==> config.mk <==
export PLATFORM = sky130hd
export DESIGN_NAME = i2c_slave_regbank
export DESIGN_NICKNAME = d
export VERILOG_FILES = /design/src/rtl/i2c_slave_regbank.sv
export SDC_FILE = /design/constraint.sdc
export NUM_CORES = 2
export LEC_CHECK = 0
export CAP_MARGIN = 5
export CORE_MARGIN = 2
export CORE_UTILIZATION = 35
export CTS_CLUSTER_DIAMETER = 100
export CTS_CLUSTER_SIZE = 28
export DETAILED_ROUTE_END_ITERATION = 16
export PLACE_DENSITY_LB_ADDON = 0.3
export SLEW_MARGIN = 20
export SYNTH_ARGS = -nofsm -noshare
export SYNTH_HDL_FRONTEND = slang
export SYNTH_SLANG_ARGS = --single-unit
==> constraint.sdc <==
create_clock -name clk -period 11.2 [get_ports clk]
set_input_delay 1.68 -clock clk [delete_from_list [all_inputs] [get_ports clk]]
set_output_delay 1.68 -clock clk [all_outputs]
set_load 0.02 [all_outputs]
==> src/rtl/i2c_slave_regbank.sv <==
// Register-bank back end for the I2C slave engine: register-address parsing,
// auto-increment pointer with optional page wrap, write protection and an arbitrated host port.
module i2c_slave_regbank #(
  parameter int AW        = 8,
  parameter int PAGE_LOG2 = 4,
  parameter int CNT_W     = 16
) (
  input  logic             clk,
  input  logic             rst_n,
  input  logic             cfg_reg_addr_16bit,
  input  logic             cfg_auto_inc,
  input  logic             cfg_page_wrap,
  input  logic             cfg_wp_en,
  input  logic [15:0]      cfg_wp_base,
  input  logic             i2c_sel,
  input  logic             i2c_rnw,
  input  logic             i2c_rx_valid,
  input  logic [7:0]       i2c_rx_data,
  input  logic             i2c_tx_ack,
  output logic             i2c_tx_valid,
  output logic [7:0]       i2c_tx_data,
  input  logic             host_req,
  input  logic             host_we,
  input  logic [AW-1:0]    host_addr,
  input  logic [7:0]       host_wdata,
  output logic [7:0]       host_rdata,
  output logic             host_ack,
  output logic [15:0]      ptr,
  output logic             busy,
  output logic             wr_evt,
  output logic [AW-1:0]    wr_evt_addr,
  output logic [CNT_W-1:0] wp_hit_cnt,
  output logic [CNT_W-1:0] xfer_cnt
);

  localparam logic [2:0] S_IDLE    = 3'd0;
  localparam logic [2:0] S_ADDR_HI = 3'd1;
  localparam logic [2:0] S_ADDR_LO = 3'd2;
  localparam logic [2:0] S_WR_DATA = 3'd3;
  localparam logic [2:0] S_RD_DATA = 3'd4;

  logic [7:0] mem [0:(2**AW)-1];

  logic [2:0]    state;
  logic          sel_d;
  logic          rise;
  logic          sel_drop;
  logic [15:0]   ptr_adv;
  logic          wp_block;
  logic          i2c_wr;
  logic          wp_drop;
  logic          i2c_rd_start;
  logic          i2c_rd_next;
  logic          i2c_rd;
  logic [AW-1:0] i2c_rd_addr;
  logic          host_grant;
  logic          mem_we;
  logic [AW-1:0] mem_waddr;
  logic [7:0]    mem_wdata;

  // Low PAGE_LOG2 bits roll over inside the page; upper bits are left alone.
  function automatic logic [15:0] ptr_advance(input logic [15:0] p, input logic inc,
                                              input logic wrap);
    logic [15:0] mask;
    mask = 16'((32'd1 << PAGE_LOG2) - 32'd1);
    if (!inc)
      return p;
    if (wrap)
      return (p & ~mask) | ((p + 16'd1) & mask);
    return p + 16'd1;
  endfunction

  function automatic logic [CNT_W-1:0] sat_inc(input logic [CNT_W-1:0] c);
    return (&c) ? c : c + CNT_W'(1);
  endfunction

  assign rise         = i2c_sel & ~sel_d;
  assign sel_drop     = (state != S_IDLE) & ~i2c_sel;
  assign ptr_adv      = ptr_advance(ptr, cfg_auto_inc, cfg_page_wrap);
  assign wp_block     = cfg_wp_en & (ptr >= cfg_wp_base);
  assign i2c_wr       = (state == S_WR_DATA) & i2c_sel & i2c_rx_valid & ~wp_block;
  assign wp_drop      = (state == S_WR_DATA) & i2c_sel & i2c_rx_valid & wp_block;
  assign i2c_rd_start = (state == S_IDLE) & rise & i2c_rnw;
  assign i2c_rd_next  = (state == S_RD_DATA) & i2c_sel & i2c_tx_ack;
  assign i2c_rd       = i2c_rd_start | i2c_rd_next;
  // After a tx_ack the byte to present is the one at the advanced pointer.
  assign i2c_rd_addr  = i2c_rd_start ? ptr[AW-1:0] : ptr_adv[AW-1:0];
  assign busy         = (state != S_IDLE);

  // The host only gets the RAM in cycles the I2C side leaves it free; the
  // host_ack term stops a still-held request from being granted twice.
  assign host_grant = host_req & ~host_ack & ~(i2c_wr | i2c_rd);

  always_comb begin
    mem_we    = 1'b0;
    mem_waddr = host_addr;
    mem_wdata = host_wdata;
    if (i2c_wr) begin
      mem_we    = rst_n;
      mem_waddr = ptr[AW-1:0];
      mem_wdata = i2c_rx_data;
    end else if (host_grant && host_we) begin
      mem_we = rst_n;
    end
  end

  always_ff @(posedge clk) begin
    if (mem_we)
      mem[mem_waddr] <= mem_wdata;
  end

  always_ff @(posedge clk) begin
    if (!rst_n) begin
      state        <= S_IDLE;
      sel_d        <= 1'b0;
      ptr          <= 16'h0000;
      i2c_tx_valid <= 1'b0;
      i2c_tx_data  <= 8'h00;
      host_ack     <= 1'b0;
      host_rdata   <= 8'h00;
      wr_evt       <= 1'b0;
      wr_evt_addr  <= '0;
      wp_hit_cnt   <= '0;
      xfer_cnt     <= '0;
    end else begin
      sel_d        <= i2c_sel;
      i2c_tx_valid <= 1'b0;
      wr_evt       <= 1'b0;
      host_ack     <= 1'b0;

      if (host_grant) begin
        host_ack   <= 1'b1;
        host_rdata <= host_we ? host_wdata : mem[host_addr];
      end

      if (i2c_rd) begin
        i2c_tx_valid <= 1'b1;
        i2c_tx_data  <= mem[i2c_rd_addr];
      end

      if (i2c_wr) begin
        wr_evt      <= 1'b1;
        wr_evt_addr <= ptr[AW-1:0];
      end

      if (wp_drop)
        wp_hit_cnt <= sat_inc(wp_hit_cnt);

      // Dropping i2c_sel ends the transaction but keeps the pointer, so a
      // repeated-START read continues from the address just written.
      if (sel_drop) begin
        state    <= S_IDLE;
        xfer_cnt <= sat_inc(xfer_cnt);
      end else begin
        case (state)
          S_IDLE: begin
            if (rise) begin
              if (i2c_rnw)
                state <= S_RD_DATA;
              else if (cfg_reg_addr_16bit)
                state <= S_ADDR_HI;
              else
                state <= S_ADDR_LO;
            end
          end
          S_ADDR_HI: begin
            if (i2c_rx_valid) begin
              ptr[15:8] <= i2c_rx_data;
              state     <= S_ADDR_LO;
            end
          end
          S_ADDR_LO: begin
            if (i2c_rx_valid) begin
              ptr   <= {(cfg_reg_addr_16bit ? ptr[15:8] : 8'h00), i2c_rx_data};
              state <= S_WR_DATA;
            end
          end
          S_WR_DATA: begin
            if (i2c_rx_valid)
              ptr <= ptr_adv;
          end
          S_RD_DATA: begin
            if (i2c_tx_ack)
              ptr <= ptr_adv;
          end
          default: state <= S_IDLE;
        endcase
      end
    end
  end

endmodule

## Yosys cells after proc, flatten, opt, wreduce, memory -nomap -nowiden

Memory sizes are Yosys's and may differ from the RTL's. A register that Yosys moved wholly into a read port is not among the register bits.
Index checks and enable logic that the tools add are counted.

- Bitwise gates (word level): 26
- Div/mod/pow operators: 0
- Shift operators: 0
- Reductions and logical operators: 16
- Multipliers: 0
- Magnitude comparators: 1
- $add $sub $neg: 3
- Equal/unequal tests: 10
- Multiplexer cells: 29

Operator list:

| kind | count |
|---|---|
| 16-bit two-way mux | 7 |
| 16-bit by 1-bit adder with 16-bit output, second input constant | 3 |
| 8-bit two-way mux | 5 |
| 8-bit case mux with 4 select lines | 1 |
| 16-bit AND reduction | 2 |
| 8-bit case mux with 3 select lines | 1 |
| 16-bit greater-or-equal comparator | 1 |
| 16-bit by 4-bit OR with 16-bit output | 1 |
| 1-bit AND | 13 |
| 3-bit two-way mux | 4 |
| 2-bit inequality test, second input constant | 6 |
| 3-bit case mux with 4 select lines | 1 |
| 1-bit inverter | 10 |
| 1-bit two-way mux | 9 |
| 7-bit AND reduction | 1 |
| 3-bit by 2-bit equality test with 1-bit output, second input constant | 2 |
| 3-bit nonzero test | 2 |
| 5-bit AND reduction | 1 |
| 2-bit AND reduction | 2 |
| 4-bit AND reduction | 1 |
| 4-bit nonzero test | 1 |
| 2-bit OR reduction | 2 |
| 3-bit by 1-bit equality test with 1-bit output, second input constant | 1 |
| 3-bit equality test, second input constant | 1 |
| other kinds (5) | 7 |

- Word-level logic and storage cells: 96
- Bits in latches: 0
- Memory bits (writable): 2048
- Memories: 1
- Output and inout port bits: 76
- Bits in read-only memories: 0
- Input bits: 52
- Bits in registers: 63

Memory list:

| name | words | width | read ports | clocked after Yosys merged registers in | write ports | RTL line | text |
|---|---|---|---|---|---|---|---|
| mem | 256 | 8 | 2 | 2 | 1 | 42 | `logic [7:0] mem [0:(2**AW)-1];` |

## Logic depth before layout (Yosys ltp)

- Depth in word-level cells: 13
- Gate-level depth with buffers: 16
- Mapped depth without buffers: 11

## Worst setup path after synthesis

No wires, ideal clock.

- Path type: in2reg
- Start point: in cfg_wp_base[0]
- End point: mem mem[0][0], data pin
- Path slack: 5.398 ns
- Path buffers: 2
- Arrival time: 5.244 ns
- Library setup time: 0.557 ns
- Required time: 10.643 ns
- Stages: 10
- Cell sequence: ha_1 nand2b_1 a21oi_1 o21ai_0 a221oi_1 o21a_1 o31a_1 buf_2 buf_1 mux2_2

- Cells in the longest elaborated chain, start to end: 5

RTL lines:

| element | RTL line | text |
|---|---|---|
| start, declared | 14 | `input logic [15:0] cfg_wp_base,` |
| 16-bit greater-or-equal comparator | 80 | `assign wp_block = cfg_wp_en & (ptr >= cfg_wp_base);` |
| 1-bit AND | 80 |  |
| 1-bit inverter | 81 | `assign i2c_wr = (state == S_WR_DATA) & i2c_sel & i2c_rx_valid & ~wp_block;` |
| 1-bit AND | 81 |  |
| 8-bit two-way mux | 98 | `if (i2c_wr) begin` |
| net mem_wdata[0] | 59 | `logic [7:0] mem_wdata;` |
| end, declared | 42 |  |

The timed path passes the listed nets, and every way through them passes these cells.

## Worst setup path in the final report

- Start point: in i2c_sel
- End point: reg i2c_tx_data[6] (read register of mem)

- Cells in the longest elaborated chain, start to end: 4
- Elaborated cells on any way between the ends: 7
- Classes of those cells: mux (1); bitwise (6)

RTL lines:

| element | RTL line | text |
|---|---|---|
| start, declared | 15 | `input logic i2c_sel,` |
| 1-bit AND | 77 | `assign rise = i2c_sel & ~sel_d;` |
| 1-bit AND (2 in series) | 83 | `assign i2c_rd_start = (state == S_IDLE) & rise & i2c_rnw;` |
| 8-bit two-way mux or 1-bit OR (tied branches) | 87, 85 |  |
| end, declared | 21 | `output logic [7:0] i2c_tx_data,` |

Several ways; a longest one is shown, not always the timed one.
A chain may end at the register's enable or synchronous reset.

==> impl_metrics.yaml <==
outcome:
  status: "finished, final reports clean"
synthesis:
  ys_async_sr_fraction: 0
  yosysSeqAreaShare: 0.609
  synth_edf_count: 2048
  synth_seq_cells: 2127
  syn_area_per_cell_um2: 15.0
  ys.flop_type: "edfxtp_1"
  synthCells: 6883
  synthesis.nets: 6954
  ys_warn_count: 0
  synthDistinctLibCells: 95
  synth_area_um2: 104000
worst_setup_path:
  crit_required_ns: 11.94
  end_kind: "flop"
  r2r_cells: 11
  worstPathArrival_ns: 7.67
  crit_type: "in2reg"
  start_kind: "input port"
  path_max_fanout: 101
global_route:
  antenna_found_initial: 42
  grt_pass1_wl_mm: 563
  grt_usage: 0.267
  grt_max_degree: 137
  grt_pass1_vias: 67200
  busiest_layer: "met2"
  gr-total-overflow: 0
  gr-usage-met2: 0.395
  globalRouteMet3Util: 0.0741
  use_met1: 0.360
cts:
  cts.path.max_buffers: 3
  numClockSinks: 2127
  cts_tree: "built"
  hold_buffers: 0
  path_clk_slew_ns: 0.10
  clkLatencyLatePin_ns: 0.86
  h-tree-depth: 3
  cts_resized: 0
  cts-root-buf: "clkbuf_16"
  numCtsBuffers: 96
  post_cts_buffers: 0
timing:
  timing.fmax_mhz: 144
  grt_setup_unrepaired: "no"
  slew_violations: 0
  setup_viol: 0
  hold_viol: 0
  setup_tns_ns: 0
  period_needed_ns: 6.93
  fin_crit_sh: 0.619
  skew_ns: 0.0694
  tightest_slew_ns: 1.31
  relSlewSlack: 0.121
floorplanning:
  die_h_um: 548
  die_area_um2: 300000
  core_um2: 294000
  start_util: 0.352
  rows: 199
  die_w_um: 548
  ioPinCount: 128
cells_and_area:
  design_area_um2: 113000
  nets: 6804
  finalNonFillerCells: 10800
  drive_gt1_frac: 0.173
  fillers: 26900
  area_delta_synth_final_pct: 8.74
hold_path:
  min_path_type: "reg2reg"
  hold_depth: 2
drt:
  drc: 0
  wl_mm: 412
  route.vias.total: 72200
  vias_per_cell: 6.71
  dr.first_iter.drc_count: 13600
  first_pass_iters: 8
  wl_per_cell_um: 38.3
  postRouteAntennaNets: 0
place:
  port_buffers: 127
  dp_cells: 10600
  dpl.hpwl_mm: 262
  place_congestion: 0.954
  post_dp_cell_area_um2: 109000
pwr:
  power_leakage_nw: 35.0
  vdd_drop_max_v: 0.000138
  p_per_area_nw_per_um2: 139
flow_run:
  maxCapViolations: 0
==> synth_stat cells (all sizes together), types with 101 or more instances <==
master | number | area [µm²]
nand3 | 146 | 731
and3 | 130 | 813
edfxtp | 2048 | 61500
buf | 329 | 1790
o22ai | 155 | 970
o221ai | 101 | 885
nand2 | 709 | 2670
clkbuf | 247 | 927
mux2i | 552 | 5530
nor2 | 373 | 1420
o21ai | 143 | 719
mux4 | 691 | 15600
a21oi | 281 | 1410
a211oi | 173 | 1320
==> placed cells by master, fill, tap and decap left out, drive strengths merged, types with 17 or more instances in the layout <==
master	n
a311oi	41
o221ai	101
clkbuf	126
mux4	691
buf	208
diode	31
inv	48
mux2i	552
a211oi	173
a21o	20
nand4	23
dfxtp	79
nor3	46
nand2	709
or3	17
a22oi	23
a31oi	79
nor2	373
o21ai	143
o22ai	155
mux2	38
o31ai	54
nand2b	21
and3	130
nor4	40
a21oi	281
nand3	146
o221a	19
edfxtp	2048
clkdlybuf4s50	120
ha	19
==> final cells by class <==
cell class                      count  area [µm²]  share of cell area
Timing Repair Buffer              328        3110              0.0277
Clock inverter                     42         549             0.00488
Tap cell                         3919        4900              0.0436
Clock buffer                      126        2560              0.0227
Inverter                           27         101            0.000900
Multi-Input combinational cell   4153       38200               0.339
Sequential cell                  2127       63100               0.560
Antenna cell                       31        77.6            0.000689
==> kinds of logic (layout without fill, tap and decap cells) <==
family | Yosys count | after routing | synth area share
simple gates | 1574 | 1574 | 0.0676
compound gates | 1254 | 1254 | 0.0831
fa+ha+maj | 19 | 19 | 0.00230
xor+xnor | 25 | 25 | 0.00251
other cells | 0 | 31 | 0
mux | 1281 | 1281 | 0.208
flops | 2127 | 2127 | 0.609
buf+inv | 603 | 523 | 0.0272
==> layer usage <==
metal	vias up	routed length, µm
met4	32	24400
li1	27600	-
met1	37400	151000
met2	6136	179000
met3	1038	57100
met5	-	215
==> critical path, stage by stage <==
cell and delay (ns):
clkdlybuf4s50_1 0.70, and4bb_1 0.29, buf_4 0.34, a21oi_4 0.09, buf_4 0.31, nor2_4 0.18, buf_12 0.55, buf_4 0.70
mux2i_1 0.26, a211oi_1 0.11, o32ai_1 1.12, a22oi_1 0.21, a31oi_1 0.69, and4b_1 0.27
==> metrics by stage <==
stage | util | power (mW) | worst slack (ns) | hold WS [ns]
2_1_floorplan | - | 10.3 | 5.40 | 0.531
3_3_place_gp | 0.372 | 11.2 | 3.45 | 0.475
3_5_place_dp | 0.372 | 11.2 | 3.73 | 0.496
4_1_cts | 0.382 | 15.6 | 4.62 | 0.515
5_1_grt | 0.383 | 15.9 | 4.34 | 0.523
6_report | 0.383 | 15.7 | 4.27 | 0.509
==> flip-flops by register name, summed over array words and instances, names as in the netlist <==
name          count
mem            2048
ptr              16
wp_hit_cnt       16
xfer_cnt         16
host_rdata        8
i2c_tx_data       8
wr_evt_addr       8
state             3
host_ack          1
i2c_tx_valid      1
sel_d             1
wr_evt            1
==> report_power, final <==
part / total (mW) / internal (mW) / switching (mW)
Clock: 4.52 / 1.77 / 2.75
Sequential: 8.74 / 8.72 / 0.0203
Combinational: 2.42 / 0.750 / 1.67
==> final timing paths <==
kind | from | end | slack, ns
max | i2c_sel | i2c_tx_data[6] | 4.27
min | wp_hit_cnt[8] | wp_hit_cnt[8] | 0.51
max reg2reg | ptr[0] | i2c_tx_data[7] | 4.87
min reg2reg | wp_hit_cnt[8] | wp_hit_cnt[8] | 0.51
Power figures use the tool's default switching activity.
